## src/rtl/route_compute_stage.sv

```systemverilog
// route_compute_stage: registered route-compute stage for one router input port.
// The destination of a HEAD flit is turned into an output port, and that port is
// locked for its virtual channel. BODY and TAIL flits reuse the locked port, and
// a TAIL releases the lock. Flits pass through one registered valid/ready stage.
// Optional build macro: RC_BOUNDS_CHECK_EN. When it is defined, a destination
// outside the MESH_X x MESH_Y mesh routes to LOCAL and raises err_bounds.
// out_port encoding: 0 LOCAL, 1 NORTH, 2 EAST, 3 SOUTH, 4 WEST.
//
// state  | meaning (per VC)
// FREE   | no packet in progress; route_reg holds the last route used
// LOCKED | HEAD seen; route_reg supplies the port for BODY/TAIL flits
module route_compute_stage #(
   parameter int X_CURRENT    = 0,
   parameter int Y_CURRENT    = 0,
   parameter int X_ADDR_W     = 2,
   parameter int Y_ADDR_W     = 2,
   parameter int NUM_VC       = 2,
   parameter int ROUTING_MODE = 0,
   parameter int MESH_X       = 4,
   parameter int MESH_Y       = 4,
   localparam int VC_W        = (NUM_VC > 1) ? $clog2(NUM_VC) : 1
) (
   input  logic                clk,
   input  logic                rst_n,
   input  logic                in_valid,
   output logic                in_ready,
   input  logic [VC_W-1:0]     in_vc,
   input  logic [1:0]          in_type,
   input  logic [X_ADDR_W-1:0] in_x_des,
   input  logic [Y_ADDR_W-1:0] in_y_des,
   output logic                out_valid,
   input  logic                out_ready,
   output logic [VC_W-1:0]     out_vc,
   output logic [1:0]          out_type,
   output logic [2:0]          out_port,
   output logic                err_protocol,
   output logic                err_bounds
);

   localparam logic [2:0] PORT_LOCAL = 3'd0;
   localparam logic [2:0] PORT_NORTH = 3'd1;
   localparam logic [2:0] PORT_EAST  = 3'd2;
   localparam logic [2:0] PORT_SOUTH = 3'd3;
   localparam logic [2:0] PORT_WEST  = 3'd4;

   localparam logic [1:0] T_HEAD     = 2'b00;
   localparam logic [1:0] T_BODY     = 2'b01;
   localparam logic [1:0] T_TAIL     = 2'b10;
   localparam logic [1:0] T_HEADTAIL = 2'b11;

   localparam logic [X_ADDR_W-1:0] X_CUR = X_ADDR_W'(X_CURRENT);
   localparam logic [Y_ADDR_W-1:0] Y_CUR = Y_ADDR_W'(Y_CURRENT);

   typedef enum logic {FREE = 1'b0, LOCKED = 1'b1} vc_state_t;

   vc_state_t   vc_state  [NUM_VC];
   logic [2:0]  route_reg [NUM_VC];

   logic            accept;
   logic            vc_bad;
   logic [VC_W-1:0] vc_idx;
   logic            head_any;
   logic            oob;
   logic [2:0]      head_route;
   logic [2:0]      nxt_port;
   logic            nxt_perr;

   // Pure compares, no subtraction, so unsigned destinations never wrap.
   function automatic logic [2:0] route_of(input logic [X_ADDR_W-1:0] x,
                                           input logic [Y_ADDR_W-1:0] y);
      logic [2:0] px;
      logic [2:0] py;
      px = (x < X_CUR) ? PORT_WEST  : (x > X_CUR) ? PORT_EAST  : PORT_LOCAL;
      py = (y < Y_CUR) ? PORT_NORTH : (y > Y_CUR) ? PORT_SOUTH : PORT_LOCAL;
      if (ROUTING_MODE == 0) return (px != PORT_LOCAL) ? px : py;
      else                   return (py != PORT_LOCAL) ? py : px;
   endfunction

   assign in_ready = !out_valid || out_ready;
   assign accept   = in_valid && in_ready;
   assign vc_bad   = (int'(in_vc) >= NUM_VC);
   assign vc_idx   = vc_bad ? '0 : in_vc;
   assign head_any = (in_type == T_HEAD) || (in_type == T_HEADTAIL);

`ifdef RC_BOUNDS_CHECK_EN
   assign oob = head_any && ((int'(in_x_des) >= MESH_X) || (int'(in_y_des) >= MESH_Y));

   // The bounds error travels with its flit and lasts one cycle.
   always_ff @(posedge clk or negedge rst_n) begin
      if (!rst_n)      err_bounds <= 1'b0;
      else if (accept) err_bounds <= oob;
      else             err_bounds <= 1'b0;
   end
`else
   assign oob        = 1'b0;
   assign err_bounds = 1'b0;
`endif

   // Choose the outgoing port and detect flit-order violations for the incoming flit.
   always_comb begin
      head_route = route_of(in_x_des, in_y_des);
      if (oob) head_route = PORT_LOCAL;
      nxt_port = route_reg[vc_idx];
      nxt_perr = vc_bad;
      case (in_type)
         T_HEAD, T_HEADTAIL: begin
            nxt_port = head_route;
            if (vc_state[vc_idx] == LOCKED) nxt_perr = 1'b1;
         end
         default: begin
            if (vc_state[vc_idx] == FREE) nxt_perr = 1'b1;
         end
      endcase
   end

   // Lock state changes at acceptance, so a BODY accepted next cycle sees its HEAD's route.
   always_ff @(posedge clk or negedge rst_n) begin
      if (!rst_n) begin
         for (int i = 0; i < NUM_VC; i++) begin
            vc_state[i]  <= FREE;
            route_reg[i] <= PORT_LOCAL;
         end
      end else if (accept) begin
         if (in_type == T_HEAD) begin
            vc_state[vc_idx]  <= LOCKED;
            route_reg[vc_idx] <= head_route;
         end else if (in_type == T_TAIL && vc_state[vc_idx] == LOCKED) begin
            vc_state[vc_idx] <= FREE;
         end
      end
   end

   // Output register: loads on accept, holds while stalled, and empties once drained.
   always_ff @(posedge clk or negedge rst_n) begin
      if (!rst_n) begin
         out_valid    <= 1'b0;
         out_vc       <= '0;
         out_type     <= 2'b00;
         out_port     <= PORT_LOCAL;
         err_protocol <= 1'b0;
      end else if (accept) begin
         out_valid    <= 1'b1;
         out_vc       <= in_vc;
         out_type     <= in_type;
         out_port     <= nxt_port;
         err_protocol <= nxt_perr;
      end else begin
         err_protocol <= 1'b0;
         if (out_ready) out_valid <= 1'b0;
      end
   end

endmodule

```

## config.mk

```make
export PLATFORM = sky130hd
export DESIGN_NAME = route_compute_stage
export DESIGN_NICKNAME = d
export VERILOG_FILES = /design/src/rtl/route_compute_stage.sv
export SDC_FILE = /design/constraint.sdc
export NUM_CORES = 1
export LEC_CHECK = 0
export BUFFER_PORTS_ARGS = -buffer_cell sky130_fd_sc_hd__buf_2
export CORE_MARGIN = 8
export CORE_UTILIZATION = 40
export CTS_BUF_LIST = sky130_fd_sc_hd__clkbuf_4
export CTS_CLUSTER_DIAMETER = 40
export CTS_CLUSTER_SIZE = 40
export DETAILED_ROUTE_END_ITERATION = 12
export PLACE_DENSITY = 0.75
export SYNTH_ARGS = -nofsm -noshare
export SYNTH_HDL_FRONTEND = slang
export SYNTH_SLANG_ARGS = --single-unit
```

## constraint.sdc

```tcl
create_clock -name clk -period 1.9 [get_ports clk]
set_clock_uncertainty 0.2 [all_clocks]
set_input_delay 0 -clock clk [delete_from_list [all_inputs] [get_ports clk]]
set_output_delay 0 -clock clk [all_outputs]
set_load 0.03 [all_outputs]
```

==> impl_metrics.json <==
{
  "status": "complete, no violations",
  "drt-total-wl_mm": 1.42,
  "critPathBufInv": 3,
  "ir_worst_vdd_uv": 371,
  "grt_max_degree": 14,
  "grt_use_total_pct": 9.40,
  "leakagePower_nw": 0.432,
  "firstDrtPassIters": 4,
  "seq_area_frac_synth_pct": 49.5,
  "antenna_found_initial": 0,
  "die_h_um": 56.5,
  "r2r_slack_ps": 340,
  "min_path_type": "input pin to flip-flop",
  "cts.root.buffer_cell": "clkbuf_4",
  "cts_tree": "done",
  "io_buffers": 18,
  "fmax_ghz": 0.568,
  "vias": 499,
  "grt_setup_unrepaired": "no",
  "period_needed_ps": 1760,
  "ys_ff_latch": 13,
  "timing_hold_violations_final": 0,
  "maxCapViolCount": 0,
  "num_antenna_cells": 0,
  "synth_top_cell_area_share_pct": 49.5,
  "ctsResizeCount": 0,
  "wl_per_cell_um": 14.5,
  "drv_slew": 0,
  "finalWorstSetupSlack_ps": 138,
  "path_max_fanout": 3,
  "pre_cts_ws_ps": 362,
  "cts.sinks": 13,
  "synth_area_leaders": "dfrtp_1, mux2_2, mux2_4",
  "avgSynthCellArea_sq_um": 12.4,
  "critical_path_class": "input pin to flip-flop",
  "layout.cells.non_filler": 98,
  "ys.flop_type": "dfrtp_1",
  "synth-edff-count": 0,
  "fin_crit_sh_pct": 92.7,
  "start_kind": "input pin",
  "yosysWarnings": 0,
  "slowest_stage": "dlygate4sd3_1",
  "path_cells": "dlygate4sd3_1 -> buf_2 -> nor2_1 -> dlygate4sd3_1 -> nand2_1 -> a221o_1",
  "cp_common_cell": "dlygate4sd3_1",
  "crit_arrival_ps": 1720,
  "synth_commonest_cells": "dfrtp_1, mux2_2, nor2_1",
  "gp_congestion": 0.660,
  "synth.distinct_cells": 22,
  "dp_cells": 83,
  "clkLatencyLatePin_ps": 270,
  "critical_path_required_ps": 1860,
  "drc": 0,
  "fin_tns_setup_ps": 0,
  "end_kind": "flip-flop",
  "via_per_inst": 5.09,
  "clk_pin_slew_worst_paths_ps": 80,
  "ios": 21,
  "final-setup-viol-count": 0,
  "async_flop_share_pct": 100,
  "grt_pass1_wl_mm": 2.47,
  "netlist_area_sq_um": 657,
  "power-per-cell-area_nw_per_um2": 847,
  "netlist_instances": 53,
  "std_cell_rows": 14,
  "worst_pin_slew_ps": 590,
  "area_growth_syn_to_layout_pct": 33.3,
  "antenna_left": 0,
  "path_delay_family": "buffers and inverters",
  "drive_above_1_share_pct": 40.2,
  "clockBufferDepth": 2,
  "nets": 96,
  "synth.largest_area_cell": "dfrtp_1",
  "drtIter0Drc": 3,
  "fp.dieW_um": 56.5,
  "numCtsBuffers": 3,
  "grt_pass1_vias": 553,
  "die_area_sq_um": 3200,
  "design.core.area_sq_um": 1520,
  "post-synth-top-count-cell": "dfrtp_1",
  "htreeDepth": 1,
  "maxSlewHeadroom_pct": 60.5,
  "max_stage_delay_ps": 570,
  "grt_overflow": 0,
  "initial_core_util_pct": 43.1
}
[kinds of logic (layout without fill, tap and decap cells)]
family	after synthesis	count (layout)	share of synthesized area, %
compound gates	4	4	6.10
xor+xnor	1	1	1.33
simple gates	15	15	14.1
fa+ha+maj	2	2	3.81
mux	10	10	18.1
flops	13	13	49.5
other cells	1	2	0.571
buf+inv	7	35	6.47
[per-stage QoR]
stage | power (mW) | utilization, % | hold slack, ps | area, sq um
after floorplan | 0.493 | - | -496 | 661
after global placement | 0.540 | 48.3 | -303 | 736
after detailed placement | 0.545 | 48.3 | -294 | 736
after CTS | 0.745 | 57.5 | 35.5 | 876
after global routing | 0.782 | 57.5 | 60.0 | 876
final | 0.742 | 57.5 | 28.4 | 876
[metal layers]
metal  global-route usage [%]  wire (um)  up-vias
met5                        0          0        -
met4                     3.09          0        0
met3                     4.27         90        0
met2                     15.0        699        8
met1                     10.8        632      247
li1                         -          -      244
[path summary, 6_finish.rpt]
kind	cells past startpoint	end	from
max	6	out_port[1]$_DFFE_PN0P_	in_y_des[0]
max in group asynchronous	3	out_port[1]$_DFFE_PN0P_	rst_n
min in group asynchronous	3	async pin	rst_n
min reg2reg	1	flip-flop	flip-flop
min	3	out_valid$_DFFE_PN0P_	out_ready
max reg2reg	3	out_port[1]$_DFFE_PN0P_	out_valid$_DFFE_PN0P_
[worst register-to-register path: stages, from the launching register on]
cell and delay, ps:
dfrtp_1 380, nand2b_1 250, nand2_1 230, a221o_1 390
[report_power, final]
part | leakage (nW) | total (mW) | switching (mW) | internal, mW
clock | 0.0184 | 0.186 | 0.0906 | 0.0954
sequential | 0.155 | 0.346 | 0.0224 | 0.323
combinational | 0.259 | 0.210 | 0.113 | 0.0977
[layout by cell type, fill, tap and decap left out, drive strengths merged]
cell	synthesis	routed
conb	1	2
buf	4	18
nand2	2	2
nor3	1	1
and4	2	2
ha	2	2
mux2i	1	1
nand4	2	2
a21bo	2	2
and3b	1	1
inv	2	2
nand4b	2	2
nand2b	2	2
xor2	1	1
nor2	3	3
a221o	2	2
clkbuf	1	4
mux2	9	9
dlygate4sd3	0	11
dfrtp	13	13
[layout make-up]
| class | count | area (sq um) |
|---|---|---|
| fillers | 125 | 648 |
| flip-flops and latches | 13 | 325 |
| multi-input cells | 34 | 293 |
| repair buffers | 29 | 200 |
| clock buffers | 4 | 30.0 |
| well taps | 16 | 20.0 |
| inverters | 2 | 7.51 |
[timing repair]
| action | CTS | global route |
|---|---|---|
| endpoints found under the hold margin | 25 | 0 |
| hold buffers | 11 | 0 |
| buffers inserted | 0 | 0 |
No activity file was read; power rests on OpenSTA's default activity.
